===== src/rtl/muldiv_ctrl.sv =====
// RV32M execute-stage controller: one-cycle registered multiply, sequenced iterative divide.
// Optional macro DIV_FASTPATH_EN resolves divide-by-zero and signed overflow without the divider.
module muldiv_ctrl #(
    parameter int XLEN = 32,
    parameter int RD_W = 5
) (
    input  logic            clk,
    input  logic            rst,
    input  logic            i_valid_in,
    input  logic [2:0]      i_funct3,
    input  logic [XLEN-1:0] i_rs1_val,
    input  logic [XLEN-1:0] i_rs2_val,
    input  logic [RD_W-1:0] i_rd_in,
    input  logic            i_flush,
    output logic            o_stall,
    output logic            o_wb_valid,
    output logic [RD_W-1:0] o_wb_rd,
    output logic [XLEN-1:0] o_wb_data,
    output logic [2:0]      o_div_sel,
    output logic [XLEN-1:0] o_div_a,
    output logic [XLEN-1:0] o_div_b,
    input  logic            i_div_ready,
    input  logic [XLEN-1:0] i_div_res
);

    localparam logic [XLEN-1:0] ONES    = '1;
    localparam logic [XLEN-1:0] INT_MIN = {1'b1, {(XLEN-1){1'b0}}};

    typedef enum logic [2:0] {
        S_IDLE,
        S_MUL,
        S_DIV_RUN,
        S_WB,
        S_DRAIN
    } state_t;

    state_t            r_state, w_next;
    logic [XLEN-1:0]   r_a, r_b;
    logic [2:0]        r_f3;
    logic [RD_W-1:0]   r_rd;
    logic              r_use_div;

    logic              w_accept, w_is_div, w_fast;
    logic [2:0]        w_sel_code;
    logic              w_sa, w_sb;
    logic signed [XLEN:0]     w_a_ext, w_b_ext;
    logic [2*XLEN-1:0] w_prod;
    logic [XLEN-1:0]   w_mul_res;

    assign w_is_div   = i_funct3[2];
    assign w_accept   = (r_state == S_IDLE) && i_valid_in && !i_flush;
    assign w_sel_code = {1'b0, i_funct3[1:0]} + 3'd1;

`ifdef DIV_FASTPATH_EN
    assign w_fast = i_funct3[2] && ((i_rs2_val == '0) ||
                    (!i_funct3[0] && i_rs1_val == INT_MIN && i_rs2_val == ONES));
`else
    assign w_fast = 1'b0;
`endif

    // MULH sign-extends both, MULHSU only a; MUL/MULHU are unsigned
    assign w_sa    = (r_f3 == 3'b001) || (r_f3 == 3'b010);
    assign w_sb    = (r_f3 == 3'b001);
    assign w_a_ext = {w_sa & r_a[XLEN-1], r_a};
    assign w_b_ext = {w_sb & r_b[XLEN-1], r_b};
    // the top two bits of the 66-bit product never reach a result, so keep the low 64
    assign w_prod  = 64'(w_a_ext) * 64'(w_b_ext);

    always_comb begin
        w_mul_res = (r_f3[1:0] == 2'b00) ? w_prod[XLEN-1:0] : w_prod[2*XLEN-1:XLEN];
`ifdef DIV_FASTPATH_EN
        // divides parked in the MUL state are only the fast-path special cases
        if (r_f3[2]) begin
            if (r_b == '0)
                w_mul_res = r_f3[1] ? r_a : ONES;
            else
                w_mul_res = r_f3[1] ? '0 : INT_MIN;
        end
`endif
    end

    always_ff @(posedge clk or posedge rst) begin
        if (rst) r_state <= S_IDLE;
        else     r_state <= w_next;
    end

    always_comb begin
        w_next = r_state;
        case (r_state)
            S_IDLE:    if (w_accept) w_next = (w_is_div && !w_fast) ? S_DIV_RUN : S_MUL;
            S_MUL:     w_next = i_flush ? S_DRAIN : S_WB;
            S_DIV_RUN: begin
                if (i_flush)          w_next = S_DRAIN;
                else if (i_div_ready) w_next = S_WB;
            end
            S_WB:      w_next = r_use_div ? S_DRAIN : S_IDLE;
            S_DRAIN:   if (!i_div_ready) w_next = S_IDLE;
            default:   w_next = S_IDLE;
        endcase
    end

    always_comb begin
        o_stall = 1'b0;
        if (!rst) begin
            case (r_state)
                S_IDLE:    o_stall = i_valid_in && !i_flush;
                S_MUL:     o_stall = 1'b1;
                S_DIV_RUN: o_stall = 1'b1;
                S_DRAIN:   o_stall = i_valid_in;
                default:   o_stall = 1'b0;
            endcase
        end
    end

    assign o_wb_valid = (r_state == S_WB);

    always_ff @(posedge clk or posedge rst) begin
        if (rst) begin
            r_a       <= '0;
            r_b       <= '0;
            r_f3      <= '0;
            r_rd      <= '0;
            r_use_div <= 1'b0;
            o_wb_rd   <= '0;
            o_wb_data <= '0;
            o_div_sel <= '0;
            o_div_a   <= '0;
            o_div_b   <= '0;
        end else begin
            case (r_state)
                S_IDLE: begin
                    if (w_accept) begin
                        r_a       <= i_rs1_val;
                        r_b       <= i_rs2_val;
                        r_f3      <= i_funct3;
                        r_rd      <= i_rd_in;
                        r_use_div <= w_is_div && !w_fast;
                        if (w_is_div && !w_fast) begin
                            o_div_sel <= w_sel_code;
                            o_div_a   <= i_rs1_val;
                            o_div_b   <= i_rs2_val;
                        end
                    end
                end
                S_MUL: begin
                    if (!i_flush) begin
                        o_wb_data <= w_mul_res;
                        o_wb_rd   <= r_rd;
                    end
                end
                S_DIV_RUN: begin
                    // dropping div_sel is what tells the divider to self-clear
                    if (i_flush) begin
                        o_div_sel <= '0;
                    end else if (i_div_ready) begin
                        o_wb_data <= i_div_res;
                        o_wb_rd   <= r_rd;
                        o_div_sel <= '0;
                    end
                end
                default: ;
            endcase
        end
    end

endmodule


===== config.mk =====
export PLATFORM = sky130hd
export DESIGN_NAME = muldiv_ctrl
export DESIGN_NICKNAME = d
export VERILOG_FILES = /design/src/rtl/muldiv_ctrl.sv
export SDC_FILE = /design/constraint.sdc
export NUM_CORES = 2
export LEC_CHECK = 0
export BUFFER_PORTS_ARGS = -buffer_cell sky130_fd_sc_hd__clkbuf_2
export CORE_ASPECT_RATIO = 0.6
export CORE_UTILIZATION = 30
export CTS_CLUSTER_SIZE = 28
export DETAILED_ROUTE_END_ITERATION = 16
export HOLD_SLACK_MARGIN = 0.12
export PLACE_DENSITY = 0.53
export SLEW_MARGIN = 20
export SYNTH_ARGS = -nofsm -noshare
export SYNTH_HDL_FRONTEND = slang
export SYNTH_SLANG_ARGS = --single-unit

===== constraint.sdc =====
create_clock -name clk -period 14.4 [get_ports clk]
set_input_delay 2.88 -clock clk [delete_from_list [all_inputs] [get_ports clk]]
set_output_delay 2.88 -clock clk [all_outputs]
set_load 0.02 [all_outputs]

==> reports/qor.log <==
INFO  worst_setup_path rr_startpoint=r_a[31]
INFO  timing         timing_hold_violations_final=0
INFO  global_route   met2_track_usage_gr=25.1%
INFO  global_route   grt_util_met3=4.46%
INFO  timing         finClkSkew=0.0267ns
INFO  timing         unrepaired_setup_endpoints_after_global_routing=no
INFO  layout         antennaDiodeCount=0
INFO  placed_design  gp_congestion=0.912
INFO  die            die_area=0.153mm^2
INFO  worst_setup_path cp_slowest_cell=sky130_fd_sc_hd__fa_1
INFO  global_route   initial_antenna_violation_count=7
INFO  logic_synthesis yosys.area.top_type=sky130_fd_sc_hd__fa_1
INFO  logic_synthesis synth_fa_ha_area_share=55.5%
INFO  hold_path      hold_critical_path_depth=2
INFO  logic_synthesis synth_async_sr_flop_share=100%
INFO  worst_setup_path timing.critical_path.from=r_a[31]
INFO  placed_design  pre_cts_ws=5.20ns
INFO  die            pin_count=215
INFO  drt            routed_wirelength_normalized_by_instance_count=19.3um
INFO  worst_setup_path crit_end=o_wb_data[30]
INFO  die            standard_cell_row_count=110
INFO  worst_setup_path setup.worst_path.class=register to register
INFO  worst_setup_path r2r_end=o_wb_data[30]
INFO  drt            vias_per_cell=4.67
INFO  clock_network  number_of_gates_resized_after_cts=0
INFO  drt            drt_first_iter_violations=2502
INFO  worst_setup_path critical_path.startpoint_type=register
INFO  logic_synthesis synth_edf_count=0
INFO  logic_synthesis muxShareOfSynthArea=3.39%
INFO  timing         timing.final.setup_violations=0
INFO  worst_setup_path critical-path-top-cell-by-count=sky130_fd_sc_hd__fa_1
INFO  timing         max_slew_violation_total_from_the_final_report=0
INFO  drt            detail_route.first_pass.iterations=5
INFO  clock_network  clock_tree.htree_level_count=4
INFO  drt            wl=133mm
INFO  timing         fin_crit=9.19ns
INFO  logic_synthesis library_cells_used_by_synthesis=67
INFO  clock_network  clock_sink_count=179
INFO  clock_network  cts_buffer_depth=2
INFO  global_route   busiest_layer=met1
INFO  layout         most_common_cell_after_layout_fill_and_taps_aside=sky130_fd_sc_hd__inv_1
INFO  clock_network  insertion_delay=0.57ns
INFO  global_route   grtUsageMet1=28.1%
INFO  logic_synthesis ys_top_cells_by_area=sky130_fd_sc_hd__fa_1, sky130_fd_sc_hd__dfrtp_1, sky130_fd_sc_hd__inv_1
INFO  global_route   first_pass_grt_wire_length=209mm
INFO  layout         area.growth.synth_to_final=8.12%
INFO  drt            antenna_left=0
INFO  clock_network  cts.hold.buffers_added=0
INFO  die            initial_core_utilization=30.2%
INFO  logic_synthesis synth_area=0.0454mm^2
INFO  logic_synthesis ys.warnings.count=0
INFO  logic_synthesis synthesized_instance_count=4840
INFO  layout         drive_gt1_share=9.99%
INFO  logic_synthesis area_fraction_in_compound_gates_after_synthesis=4.35%
INFO  timing         max_slew.worst_pin.slew=1.03ns
INFO  placed_design  dp_hpwl=108mm
INFO  logic_synthesis synth.yosys.seq_area_share=9.87%
INFO  logic_synthesis syn-mean-instance-area=9.38um^2
INFO  timing         final.hold.worst_slack=0.473ns
INFO  global_route   grt_overflow_total=0
INFO  layout         layout.cells.non_filler=6893
INFO  timing         setup_total_negative_slack=0ns
INFO  drt            drc=0
INFO  placed_design  port-buffer-count=214
INFO  logic_synthesis yosys_most_used_dff=sky130_fd_sc_hd__dfrtp_1
INFO  worst_setup_path worst-r2r-setup-slack=5.21ns
INFO  layout         final.fill_count=15600
INFO  worst_setup_path timing.critical_path.required=14.80ns
INFO  global_route   grt_max_degree=79
INFO  clock_network  cts_setup_buffers=0
INFO  logic_synthesis yosysTopAreaCellShare=49.6%
INFO  clock_network  clkTransAtPathRegs=0.09ns
INFO  placed_design  place.detailed.instances=6861
INFO  logic_synthesis synth_fp_nets=6287
INFO  status         run_status=complete, no violations
INFO  worst_setup_path critical_path_end_type=register
INFO  hold_path      timing.hold.worst.start=r_rd[1]
INFO  logic_synthesis ys_ff_latch=179
INFO  worst_setup_path worstPathArrival=9.58ns
INFO  timing         achievable-frequency=109MHz
INFO  worst_setup_path timing.critical_path.fanout_max=35
INFO  worst_setup_path timing.reg2reg.worst_path_depth=30
INFO  flow_run       max-cap-violations=0
INFO  die            die_x=504um
INFO  die            core_region_area=0.150mm^2
INFO  drt            detailroute.via_count=32200
INFO  clock_network  cts_root_buffer=sky130_fd_sc_hd__clkbuf_16
INFO  layout         layout_nets=6311
INFO  timing         final.period_utilization=63.8%
INFO  logic_synthesis synthXorXnorAreaFrac=1.49%
INFO  global_route   globalRouteTotalUtil=18.1%
INFO  logic_synthesis synth_top_family_by_area=adder cells
INFO  timing         final.setup.worst_slack=5.21ns
INFO  clock_network  cts_tree=yes
INFO  worst_setup_path critPathMaxStageDelay=0.54ns
INFO  layout         layout_common_cells=sky130_fd_sc_hd__inv_1, sky130_fd_sc_hd__fa_1, sky130_fd_sc_hd__nand2_1
INFO  hold_path      worstHoldPathType=register to register
INFO  clock_network  cts_inserted_buffers=17
INFO  die            die_h=303um
INFO  logic_synthesis synth_simple_gate_area_share=13.3%
INFO  timing         maxSlewHeadroom=31.3%
INFO  global_route   grt_pass1_vias=34100
[worst min path at each step]
stage / to / slack, ns
finish: o_wb_rd[1] / 0.47
global route: o_wb_rd[4] / 0.50
CTS: o_wb_rd[1] / 0.48
detailed placement: o_wb_rd[4] / 0.45
global placement: o_wb_rd[4] / 0.44
floorplan: o_wb_rd[0] / 0.43
[layout make-up]
cell class	instances	area (um^2)	share of cell area, %
clock buffer	21	460	0.938
clock inverter	11	108	0.219
inverter	1178	4430	9.03
multi-input combinational	3203	35500	72.3
sequential	179	4490	9.15
tap	2016	2520	5.14
timing repair buffer	285	1600	3.27
[state kept, by name, summed over array words and instances, names as in the netlist]
name and cells:
r_f3 3, o_wb_data 32, r_b 32, o_wb_rd 5, o_div_sel 3, r_a 32, o_div_b 32, r_rd 5
o_div_a 32, r_state 3
[Yosys cell counts, types with 5 or more instances]
cell	n
sky130_fd_sc_hd__clkbuf_1	278
sky130_fd_sc_hd__fa_1	1125
sky130_fd_sc_hd__nor3_1	14
sky130_fd_sc_hd__a21o_1	25
sky130_fd_sc_hd__or2_2	12
sky130_fd_sc_hd__nor2b_1	9
sky130_fd_sc_hd__or3_1	7
sky130_fd_sc_hd__inv_1	1178
sky130_fd_sc_hd__xnor2_1	52
sky130_fd_sc_hd__dfrtp_1	179
sky130_fd_sc_hd__and3_1	14
sky130_fd_sc_hd__nand2_1	841
sky130_fd_sc_hd__a21oi_1	98
sky130_fd_sc_hd__nand4_1	12
sky130_fd_sc_hd__nor2_1	75
sky130_fd_sc_hd__ha_1	213
sky130_fd_sc_hd__a211oi_1	15
sky130_fd_sc_hd__nand2b_1	5
sky130_fd_sc_hd__o21ai_0	88
sky130_fd_sc_hd__and2_1	312
sky130_fd_sc_hd__o31ai_1	5
sky130_fd_sc_hd__mux2_2	135
sky130_fd_sc_hd__nand3_1	19
sky130_fd_sc_hd__o22ai_1	8
sky130_fd_sc_hd__xor2_1	25
sky130_fd_sc_hd__a221oi_1	5
sky130_fd_sc_hd__o21bai_1	9
sky130_fd_sc_hd__a31oi_1	14
sky130_fd_sc_hd__o211ai_1	10
[metrics by stage]
stage / utilization, % / instance area (um^2)
6_report: 32.7 / 49100
4_1_cts: 32.7 / 49100
3_3_place_gp: 32.3 / 48500
5_1_grt: 32.7 / 49100
2_1_floorplan: - / 45400
3_5_place_dp: 32.3 / 48500
[routing by layer]
metal	share of wire, %	wire length, um
met2	40	53100
met5	0.013	17
met3	8.7	11600
met1	50	66300
met4	1.5	2000
[worst max-delay path, delay by kind of cell, from the launching register on]
family | cells | cell delay (ns)
AO/OA/AOI/OAI | 9 | 2.49
XOR/XNOR | 1 | 0.17
adder cells (fa/ha/maj) | 9 | 4.32
buffers and inverters | 9 | 1.27
flip-flops | 1 | 0.33
AND/OR/NAND/NOR | 2 | 0.40
[logic make-up (layout without fill, tap and decap cells)]
| group | count (synthesis) | in the layout |
|---|---|---|
| compound gates | 315 | 315 |
| fa+ha+maj | 1338 | 1338 |
| xor+xnor | 77 | 77 |
| simple gates | 1336 | 1336 |
| flops | 179 | 179 |
| buf+inv | 1458 | 1495 |
| mux | 137 | 137 |
Power is not shown: default switching activity piles up to over one toggle a cycle in this logic, so the estimate is an artifact.
